## config.mk

```make
export PLATFORM = sky130hd
export DESIGN_NAME = mem_access_stage
export DESIGN_NICKNAME = d
export VERILOG_FILES = /design/src/rtl/mem_access_stage.sv
export SDC_FILE = /design/constraint.sdc
export NUM_CORES = 1
export LEC_CHECK = 0
export CORE_UTILIZATION = 40
export DETAILED_ROUTE_END_ITERATION = 8
export GPL_TIMING_DRIVEN = 0
export PLACE_DENSITY = 0.77
export SYNTH_ARGS = -nofsm -noshare
export SYNTH_HDL_FRONTEND = slang
export SYNTH_SLANG_ARGS = --single-unit
```

## constraint.sdc

```tcl
create_clock -name clk -period 10 [get_ports clk]
set_clock_uncertainty 0.05 [all_clocks]
set_input_delay 1.5 -clock clk [delete_from_list [all_inputs] [get_ports clk]]
set_output_delay 1.5 -clock clk [all_outputs]
set_load 0.02 [all_outputs]
```

## src/rtl/mem_access_stage.sv

```systemverilog
// ---------------------------------------------------------------------------
// mem_access_stage
//
// Memory-access pipeline stage that sits directly behind the control unit.
// It turns a decoded load/store (mem_read / mem_write) into exactly one
// start/done transaction on the CPU memory bus. It stalls the upstream
// pipeline while that transaction is outstanding and returns load data for
// the dreg write-back. A bounded wait aborts the access if the slave never
// answers, so a dead slave cannot hang the CPU.
//
// Parameters
//   ADDR_W   bus address width
//   DATA_W   data word width
//   TIMEOUT  max WAIT cycles without bus_done before abort (>= 1)
//   CNT_W    timeout counter width, 2**CNT_W must exceed TIMEOUT
//
// Ports
//   clk, reset          rising-edge clock, asynchronous active-high reset
//   valid               an instruction occupies this stage
//   mem_read/mem_write  decoded strobes (both high = illegal op)
//   addr, wdata         effective address and store data
//   stall               combinational hold request to upstream registers
//   rdata, rdata_valid  load result plus its one-cycle valid pulse
//   bus_start           one-cycle request pulse to the slave
//   bus_we/addr/data    latched request, stable from start until done
//   bus_q, bus_done     slave read data and completion pulse
//   bus_err             one-cycle pulse when the access timed out
//   op_illegal          one-cycle pulse for read+write issued together
// ---------------------------------------------------------------------------
module mem_access_stage #(
    parameter int ADDR_W  = 27,
    parameter int DATA_W  = 32,
    parameter int TIMEOUT = 1023,
    parameter int CNT_W   = 10
) (
    input  logic              clk,
    input  logic              reset,
    input  logic              valid,
    input  logic              mem_read,
    input  logic              mem_write,
    input  logic [ADDR_W-1:0] addr,
    input  logic [DATA_W-1:0] wdata,
    output logic              stall,
    output logic [DATA_W-1:0] rdata,
    output logic              rdata_valid,
    output logic              bus_start,
    output logic              bus_we,
    output logic [ADDR_W-1:0] bus_addr,
    output logic [DATA_W-1:0] bus_data,
    input  logic [DATA_W-1:0] bus_q,
    input  logic              bus_done,
    output logic              bus_err,
    output logic              op_illegal
);

    typedef enum logic [1:0] {
        ST_IDLE = 2'd0,
        ST_WAIT = 2'd1,
        ST_DONE = 2'd2
    } state_t;

    // Request as presented to the bus; captured once at start and held
    // untouched until the next start.
    typedef struct packed {
        logic              we;
        logic [ADDR_W-1:0] addr;
        logic [DATA_W-1:0] data;
    } bus_req_t;

    localparam logic [CNT_W-1:0] TMO = CNT_W'(TIMEOUT);

    state_t           state;
    bus_req_t         req_q;
    logic [CNT_W-1:0] cnt;
    logic             req;
    logic             illegal;

    // Exactly one strobe makes a real access; both strobes together is
    // flagged instead of guessing which one was meant.
    assign req     = valid & (mem_read ^ mem_write);
    assign illegal = valid & mem_read & mem_write;

    assign bus_we   = req_q.we;
    assign bus_addr = req_q.addr;
    assign bus_data = req_q.data;

    // Stall starts in the request cycle itself, before the FSM has moved,
    // so upstream holds the instruction for the whole access. Gating with
    // reset lets stall fall as soon as reset rises, even if valid is still
    // held high.
    assign stall = ~reset & (((state == ST_IDLE) & req) | (state == ST_WAIT));

    always_ff @(posedge clk or posedge reset) begin
        if (reset) begin
            state       <= ST_IDLE;
            req_q       <= '0;
            cnt         <= '0;
            rdata       <= '0;
            rdata_valid <= 1'b0;
            bus_start   <= 1'b0;
            bus_err     <= 1'b0;
            op_illegal  <= 1'b0;
        end else begin
            // All pulse outputs default low; each is raised for one cycle.
            bus_start   <= 1'b0;
            rdata_valid <= 1'b0;
            bus_err     <= 1'b0;
            op_illegal  <= 1'b0;

            case (state)
                ST_IDLE: begin
                    if (req) begin
                        req_q.we   <= mem_write;
                        req_q.addr <= addr;
                        req_q.data <= wdata;
                        bus_start  <= 1'b1;
                        cnt        <= '0;
                        state      <= ST_WAIT;
                    end else if (illegal) begin
                        op_illegal <= 1'b1;
                    end
                end

                ST_WAIT: begin
                    // Completion is checked before the timeout. A done
                    // that arrives on the last allowed cycle still succeeds.
                    if (bus_done) begin
                        if (!req_q.we) rdata <= bus_q;
                        rdata_valid <= 1'b1;
                        state       <= ST_DONE;
                    end else if (cnt == TMO) begin
                        rdata       <= '0;
                        bus_err     <= 1'b1;
                        rdata_valid <= 1'b1;
                        state       <= ST_DONE;
                    end else begin
                        cnt <= cnt + CNT_W'(1);
                    end
                end

                // The instruction leaves the stage during DONE (stall low).
                // The following IDLE therefore sees the next instruction,
                // and this one is never issued twice.
                ST_DONE: state <= ST_IDLE;

                default: state <= ST_IDLE;
            endcase
        end
    end

endmodule

```

==> summary.md <==
| Metric | Value |
|---|---|
| Die area | 11200 um^2 |
| Fillers | 810 |
| Dpl cells | 680 |
| GR Overflow Total | 0 |
| Hold_buf cts | 0 |
| Final ANT Viol Nets | 0 |
| Type of the worst min-delay path | reg -> reg |
| Crit end category | output port |
| Commonest non-fill, non-tap cell in the layout | clkdlybuf4s50_1 |
| CTS Buf Count | 9 |
| Final WL | 10600 um |
| Unique masters post-synth | 34 |
| Initial drt markers | 115 |
| Final hold vios | 0 |
| Slew HR | 0.540 |
| Worst-Margin Slew | 0.690 ns |
| Maximum VDD drop | 0.112 mV |
| Setup violators final | 0 |
| CTS H-Tree Depth | 3 |
| Minimum clock period | 5.02 ns |
| Clk slew on worst S/H paths | 0.09 ns |
| Ys Warns | 0 |
| Diode count | 0 |
| Worst-path fanout max | 10 |
| Initial antenna violation count | 0 |
| Die height | 106 um |
| Layout Cells excl Fill | 696 |
| Drt drc | 0 |
| R2R Setup Slk | 8.15 ns |
| Vias in the first global route | 3452 |
| Gate Count Post-Synth | 350 |
| Sink Count | 108 |
| Finished layout cell area | 6680 um^2 |
| CP Launch Type | input port |
| R2R Path End | rdata[8]$_DFFE_PP0P_ |
| GPL Wtd Cong | 0.815 |
| Crit path to | stall |
| Seq/Total Area, Yosys | 0.626 |
| Die width | 106 um |
| Top_reg_cell synth | dfrtp_1 |
| Slowest cell on the critical path | clkdlybuf4s50_1 |
| Placed inst area | 6450 um^2 |
| CP max stage delay | 0.62 ns |
| TNS Setup | 0 ns |
| IO buf count | 193 |
| Num rows | 37 |
| Critical R2R Launch | cnt[0]$_DFFE_PP0P_ |
| Final critical-path share of the clock period | 0.502 |
| CP Data Required Time | 8.45 ns |
| Leakage | 2.86 nW |
| First-pass GRT wire length | 17100 um |
| Flop and latch count out of synthesis | 108 |
| FF-to-FF path depth | 6 |
| Via Count | 3395 |
| WP data arrival | 3.47 ns |
| Clock latency on the worst-skew pair | 0.36 ns |
| Most frequent cells in the layout | clkdlybuf4s50_1 (193), dfrtp_1 (108), nand2_1 (72) |
| Crit path launch | valid |
| Crit path cell chain | clkdlybuf4s50_1 > nor3b_2 > nand2_2 > buf_2 > a21oi_1 > clkdlybuf4s50_1 |
| Syn avg cell area | 12.3 um^2 |
| Area grow syn2layout | 54.9% |
| Core box area | 10400 um^2 |
| Multi-input gate area | 1490 um^2 |
| Final Max Tran Viols | 0 |
| Largest net degree at the start of global routing | 56 |
| Critical path class | in -> out |
| Post-CTS Setup Bufs | 0 |
| Final Net Count | 653 |
| Number of synthesized flops with an enable pin | 0 |
| Post-CTS sizing | 0 |
| Power Density | 268 nW/um^2 |
| Ys async rst share | 1.00 |
| FMAX | 0.199 GHz |
| Synth Cell Area | 4310 um^2 |
| RSZ-0062 raised after global routing | no |
| Synthesized net count | 448 |
| Top cell by count, worst path | clkdlybuf4s50_1 |
| GRT Overall Usage | 0.197 |
| Share of layout cells above drive strength 1 | 0.182 |
| Max Cap Viol | 0 |
| DRT Pass-1 Iters | 7 |
| Root buffer cell | clkbuf_8 |
| Status | completed |
| CTS tree | yes |
| Detail Placement HPWL | 8070 um |
| Routed len/inst | 15.2 um |
| Reg area | 2700 um^2 |
| CTS Buffer Depth | 2 |
| I/O pin count | 194 |
| Starting Density | 0.416 |
| Vias per std cell | 4.88 |
## cell families after synthesis
logic type | Yosys count | share of synthesized area
XOR/XNOR | 1 | 0.00203
multiplexers | 60 | 0.156
adder cells (fa/ha/maj) | 1 | 0.00290
buffers and inverters | 25 | 0.0281
flip-flops | 108 | 0.626
AND/OR/NAND/NOR | 99 | 0.107
AO/OA/AOI/OAI | 56 | 0.0771
## critical path, delay by kind of cell
kind                   cells  cell delay (ns)
AOI/OAI and AO/OA          1             0.16
buffers and inverters      3             1.32
and+or+nand+nor            2             0.48
## state kept, by name, indices dropped and copies added, names as in the netlist
signal,flops
bus_data,32
rdata,32
bus_addr,27
cnt,10
state,2
bus_err,1
bus_start,1
bus_we,1
op_illegal,1
rdata_valid,1
## Yosys cell counts, types with 2 or more instances
library cell | instances | area share
a21oi_1 | 7 | 0.0081
a31oi_1 | 4 | 0.0058
a41oi_1 | 2 | 0.0041
and3_1 | 3 | 0.0044
and4_1 | 3 | 0.0061
buf_2 | 12 | 0.014
buf_4 | 3 | 0.0052
dfrtp_1 | 108 | 0.63
inv_1 | 9 | 0.0078
mux2_2 | 59 | 0.15
nand2_1 | 72 | 0.063
nand3_1 | 5 | 0.0058
nor2_1 | 4 | 0.0035
nor3b_2 | 4 | 0.012
o21ai_0 | 25 | 0.029
o21ai_1 | 12 | 0.014
## routing by layer
layer	wire length (um)	GRT usage
met1	4290	0.233
met2	5550	0.351
met3	521	0.0371
met4	204	0.0764
met5	0	0
## per-stage QoR
stage / total power [W] / utilization / setup slack, ns / hold slack [ns]
global route: 0.00189 / 0.644 / 4.83 / 0.480
floorplan: 0.00108 / - / 5.60 / 0.410
CTS: 0.00181 / 0.644 / 4.95 / 0.463
global placement: 0.00148 / 0.619 / 4.05 / 0.427
finish: 0.00179 / 0.644 / 4.98 / 0.459
detailed placement: 0.00151 / 0.622 / 4.97 / 0.442
## final cells by class
class	instances	share of cell area
tap	136	0.0255
clock inverter	5	0.0125
multi-input combinational	217	0.223
sequential	108	0.404
timing repair buffer	194	0.293
inverter	9	0.00543
clock buffer	11	0.0227
buffer	16	0.0131
## worst min-delay path by stage
stage / depth (start not counted) / slack, ns / from / end
global placement: 1 / 0.43 / cnt[6]$_DFFE_PP0P_ / cnt[6]$_DFFE_PP0P_
finish: 1 / 0.46 / cnt[6]$_DFFE_PP0P_ / cnt[6]$_DFFE_PP0P_
detailed placement: 1 / 0.44 / bus_addr[25]$_DFFE_PP0P_ / bus_addr[25]$_DFFE_PP0P_
global route: 1 / 0.48 / bus_data[3]$_DFFE_PP0P_ / bus_data[3]$_DFFE_PP0P_
CTS: 1 / 0.46 / cnt[6]$_DFFE_PP0P_ / cnt[6]$_DFFE_PP0P_
floorplan: 1 / 0.41 / cnt[6]$_DFFE_PP0P_ / cnt[6]$_DFFE_PP0P_
## power breakdown
part | switching [W] | leakage [nW] | total (W) | internal (W)
clock | 0.000144 | 0.112 | 0.000299 | 0.000155
combinational | 0.000379 | 1.43 | 0.000788 | 0.000409
sequential | 0.0000967 | 1.32 | 0.000701 | 0.000604
total | 0.000619 | 2.86 | 0.00179 | 0.00117
(Power assumes the default switching activity.)
